File: src/rtl/mem_arbiter.sv
// mem_arbiter: round-robin share of a single-port sync-read BRAM between two requesters, with read-tag return pipeline
module mem_arbiter #(
    parameter int READ_LATENCY = 1
) (
    input  logic        clk_sys,
    input  logic        reset,
    input  logic        p0_req,
    input  logic        p0_we,
    input  logic [15:0] p0_addr,
    input  logic [7:0]  p0_wdata,
    output logic        p0_gnt,
    output logic        p0_rvalid,
    output logic [7:0]  p0_rdata,
    input  logic        p1_req,
    input  logic        p1_we,
    input  logic [15:0] p1_addr,
    input  logic [7:0]  p1_wdata,
    output logic        p1_gnt,
    output logic        p1_rvalid,
    output logic [7:0]  p1_rdata,
    output logic        mem_en,
    output logic        mem_we,
    output logic [15:0] mem_addr,
    output logic [7:0]  mem_wdata,
    input  logic [7:0]  mem_rdata
);
    logic                    r_last;
    logic [READ_LATENCY-1:0] r_tag_v;
    logic [READ_LATENCY-1:0] r_tag_p;
    logic                    w_gnt0;
    logic                    w_gnt1;
    logic                    w_push;
    always_comb begin
        w_gnt0 = !reset && p0_req && (!p1_req || r_last);
        w_gnt1 = !reset && p1_req && (!p0_req || !r_last);
        w_push = (w_gnt0 && !p0_we) || (w_gnt1 && !p1_we);
    end
    assign p0_gnt    = w_gnt0;
    assign p1_gnt    = w_gnt1;
    assign mem_en    = w_gnt0 || w_gnt1;
    assign mem_we    = w_gnt0 ? p0_we : (w_gnt1 && p1_we);
    assign mem_addr  = w_gnt0 ? p0_addr : w_gnt1 ? p1_addr : '0;
    assign mem_wdata = w_gnt0 ? p0_wdata : w_gnt1 ? p1_wdata : '0;
    always_ff @(posedge clk_sys or posedge reset) begin
        if (reset) begin
            r_last  <= 1'b1;
            r_tag_v <= '0;
            r_tag_p <= '0;
        end else begin
            if (mem_en) r_last <= w_gnt1;
            r_tag_v <= (r_tag_v << 1) | READ_LATENCY'(w_push);
            r_tag_p <= (r_tag_p << 1) | READ_LATENCY'(w_gnt1);
        end
    end
    assign p0_rvalid = r_tag_v[READ_LATENCY-1] && !r_tag_p[READ_LATENCY-1];
    assign p1_rvalid = r_tag_v[READ_LATENCY-1] &&  r_tag_p[READ_LATENCY-1];
    assign p0_rdata  = mem_rdata;
    assign p1_rdata  = mem_rdata;
endmodule
File: config.mk
export PLATFORM = sky130hd
export DESIGN_NAME = mem_arbiter
export DESIGN_NICKNAME = d
export VERILOG_FILES = /design/src/rtl/mem_arbiter.sv
export SDC_FILE = /design/constraint.sdc
export NUM_CORES = 1
export LEC_CHECK = 0
export ABC_AREA = 1
export CAP_MARGIN = 0
export CORE_ASPECT_RATIO = 0.75
export CORE_MARGIN = 5
export CORE_UTILIZATION = 24
export DETAILED_ROUTE_END_ITERATION = 8
export HOLD_SLACK_MARGIN = 0.12
export PLACE_DENSITY = 0.78
export SLEW_MARGIN = 15
export SYNTH_ARGS = -nofsm -noshare
export SYNTH_HDL_FRONTEND = slang
export SYNTH_SLANG_ARGS = --single-unit
File: constraint.sdc
create_clock -name clk_sys -period 1.3 [get_ports clk_sys]
set_clock_uncertainty 0.2 [all_clocks]
set_input_delay 0.195 -clock clk_sys [delete_from_list [all_inputs] [get_ports clk_sys]]
set_output_delay 0.195 -clock clk_sys [all_outputs]
set_load 0.03 [all_outputs]
[Word level (Yosys, flattened, before mapping)]
Index checks and enable logic that the tools add are counted.
Word-level totals
  register bits after elaboration: 3
  input bits: 62
Cells by class
  mux-type cells: 5
  reductions and logical operators: 20
Operators with widths (number)
  $mux W16: 2
  $mux W8: 2
  $logic_and A1 B1 Y1: 9
  $logic_not A1 Y1: 7
  $logic_or A1 B1 Y1: 4
  $mux W1: 1

[Longest topological paths before layout]
Gate-level depths: netlist of run 1.
  word-level depth: 5
  mapped depth: 5
  gate-level depth less buffers: 4

[Worst setup path before layout of run 1]
Ideal clock, no wire load.
  path type: reg2out
  start: reg r_last
  end: out mem_addr[12]
  arrival time: 1.166 ns
  slack: -0.261 ns
  cell stages (with the launch flop): 6
  buffers on the path: 1
  cell sequence: dfstp_2 > inv_2 > nand2_2 > buf_2 > nand3_1 > nand2_1
Between the ends
  longest elaborated chain between the ends: 5
RTL lines
  start: declaration: line 27  | logic r_last;
  start signal: assignment: line 50  | if (mem_en) r_last <= w_gnt1;
  $logic_not A1 Y1: line 35  | w_gnt1 = !reset && p1_req && (!p0_req || !r_last);
  $logic_or A1 B1 Y1: line 35
  $logic_and A1 B1 Y1: line 35
  $mux W16: line 42  | assign mem_addr = w_gnt0 ? p0_addr : w_gnt1 ? p1_addr : '0;
  $mux W16 (*): line 42
  end: declaration: line 23  | output logic [15:0] mem_addr,
Mark *: on every way between the ends. The rest lies on a longest branch, timed or not.

[Final worst setup path of run 1]
  start: reg r_last
  end: out mem_addr[3]
Same word-level chain as after synthesis.

==> impl_metrics.ini, run 1 <==
[outcome]
outcome = complete, but fails checks
violations = setup timing

[worst_setup_path]
cp_common_cell = nand2_4
crit_family = flip-flops
end_kind = primary output
crit_buf_inv = 2
worst_ep_required_time_ns = 0.90
path_cells = nand2_4 -> clkbuf_16 -> nand3_2 -> nand2_4 -> buf_4
cpMaxStageDelayCell = dfstp_2
worst-endpoint-arrival_ns = 1.38
crit_type = flop to primary output
path_max_fanout = 9
max_stage_delay_ns = 0.58
crit_path_start_kind = flop

[global_routing]
antenna_found_initial = 0
grt_use_met2_pct = 21.7
use_met3_pct = 2.31
grt.busiest_layer = met2
grt_max_degree = 19
track_usage_pct = 12.9
grt_pass1_wl_mm = 5.22
grt_pass1_vias = 1095
grt-ovfl-total = 0
use_met1_pct = 16.9

[job]
max_cap_viol_count = 0

[pwr]
combPwrFrac_pct = 68.3
p_seq_share_pct = 9.6
swShare_pct = 40.2
power_density_nw_per_um2 = 582
p_leak_nw = 0.922
ir_drop_uv = 378
clockPowerShare_pct = 22.1
p_int_w = 0.000714
power.switching_w = 0.000480

[cells_and_area]
instances_no_fill = 262
fin_area_sq_um = 2050
area_growth_pct = 134
final_cell_mix = clkdlybuf4s50_1, nand3_2, buf_4, nand3_1, nand2_2
final_common_cell = clkdlybuf4s50_1
diodes = 0
n_fill_cell = 330
drive_above_1_share_pct = 59.5
nets = 273

[yosys]
ys_warn_count = 0
synthCells = 127
synth_area_per_cell_sq_um = 6.90
syn_area_sq_um = 876
syn_nets = 189
yosysUniqueCellTypes = 17
seq_area_frac_synth_pct = 8.71
ys_ff_latch = 3

[sta]
min_period_over_period_pct = 136
maxSlewViolCount = 0
tns_ns = -11.74
fin_crit_ns = 1.77
rsz0062_at_grt = true
finalHoldViolations = 0
worst_slack_ns = -0.472
worst-slew-pin-transition_ns = 0.195
relSlewSlack_pct = 87.0
finalSetupViolCount = 28
timing.fmax_mhz = 564

[placed_design]
routabilityCongestion = 0.760
port_buffers = 83
post-dp-hpwl_mm = 2.50
dpl-instance-area_sq_um = 1800
place_inst = 250

[floorplanning]
die_w_um = 79.8
initial_utilization_pct = 24.4
core-area_sq_um = 3590
io_pins = 108
dieHeight_um = 62.3
die_area_sq_um = 4970
std_cell_rows = 19

[clocking]
cts-root-buf = clkbuf_8
cts.reportedPaths.clkPinSlew_ns = 0.03
tritoncts = yes
clock_latency_ns = 0.21
clkSinkCount = 3
ctsLongestPathBuffers = 2
cts_inserted_buffers = 3
h-tree-depth = 1

[hold_path]
hold_path_class = input pin to primary output

[routing]
routedWlPerCell_um = 13.3
dr.pass1.iters = 4
post_drt_via_cell_ratio = 4.31
vias = 1130
drt_iter0_drc = 8
wl_mm = 3.49
drc = 0
ant_nets = 0
-- area by class of cell --
type | count | area (sq um) | share of cell area (%)
Clock buffer | 4 | 45.0 | 2.20
Inverter | 9 | 36.3 | 1.77
Multi-Input combinational cell | 94 | 798 | 38.9
Sequential cell | 3 | 76.3 | 3.72
Tap cell | 52 | 65.1 | 3.17
Timing Repair Buffer | 100 | 1030 | 50.2
-- metal layers --
layer | vias to the layer above | share of wire (%)
li1 | 577 | -
met1 | 502 | 44
met2 | 47 | 48
met3 | 4 | 8.0
met4 | 0 | 0.77
met5 | - | 0
-- kinds of logic after synthesis --
group,share of synthesized area [%]
AO/OA/AOI/OAI,0.571
buffers and inverters,28.7
flip-flops,8.72
AND/OR/NAND/NOR,62.0
-- worst reg2reg max path, cell delays in order (launching register included) --
cell	delay [ns]
dfstp_2	0.58
nand2_4	0.10
clkbuf_16	0.19
nand2_2	0.08
buf_4	0.10
nand2_1	0.04
-- power groups by stage --
stage          Combinational, W  Sequential (W)  Clock [W]
3_5_place_dp           0.000717        0.000112          0
5_1_grt                0.000868        0.000117   0.000274
3_3_place_gp           0.000712        0.000113          0
4_1_cts                0.000769        0.000111   0.000270
2_1_floorplan          0.000489        0.000111          0
6_report               0.000815        0.000115   0.000264
-- sequential cells by signal (all words and copies together) (netlist names) --
name and count:
r_last 1, r_tag_p 1, r_tag_v 1
-- through the flow --
stage / hold slack [ns] / utilization [%] / setup WS, ns / total power [W]
global route: 0.190 / 57.2 / -0.527 / 0.00126
global placement: 0.190 / 50.2 / -0.578 / 0.000824
floorplan: -0.236 / - / -0.155 / 0.000600
CTS: 0.190 / 54.0 / -0.450 / 0.00115
finish: 0.190 / 57.2 / -0.472 / 0.00119
detailed placement: 0.190 / 50.2 / -0.589 / 0.000830
-- synth_stat cells (all sizes together) --
library cell | instances | area share, %
nand3 | 53 | 43
nand2 | 34 | 15
buf | 23 | 24
inv | 9 | 3.9
nor2 | 3 | 4.0
dfrtp | 2 | 5.7
a21oi | 1 | 0.57
clkbuf | 1 | 0.86
dfstp | 1 | 3.0
-- path summary, 6_finish.rpt --
path	from	slack, ns	cells after the start	end
min in group asynchronous	reset	0.40	4	r_tag_v
worst max register to register	r_last	-0.06	5	r_last
worst max-delay path	r_last	-0.47	5	mem_addr[3]
worst min register to register	r_last	0.34	2	r_last
worst min-delay path	mem_rdata[1]	0.19	0	p0_rdata[1]
max in group asynchronous	reset	0.32	4	r_last
-- what timing repair did --
| action | 4_1_cts | 5_1_grt |
|---|---|---|
| setup buffers | 2 | 0 |
| cloned | 3 | 2 |
| pin swaps | 2 | 5 |
| setup endpoints to repair | 31 | 30 |
| hold endpoints to repair | 3 | 0 |
| gates resized for setup | 14 | 21 |
| hold buffers | 1 | 0 |
No activity file was read; power rests on OpenSTA's default activity.
==> run 2: changes to the inputs <==
--- a/config.mk
+++ b/config.mk
@@ -10,6 +10,7 @@
 export CORE_ASPECT_RATIO = 0.75
 export CORE_MARGIN = 5
 export CORE_UTILIZATION = 24
+export CTS_CLUSTER_SIZE = 24
 export DETAILED_ROUTE_END_ITERATION = 8
 export HOLD_SLACK_MARGIN = 0.12
 export PLACE_DENSITY = 0.78
==> results of run 2 <==
Final layout, timing and power as in run 1 (identical DEF).
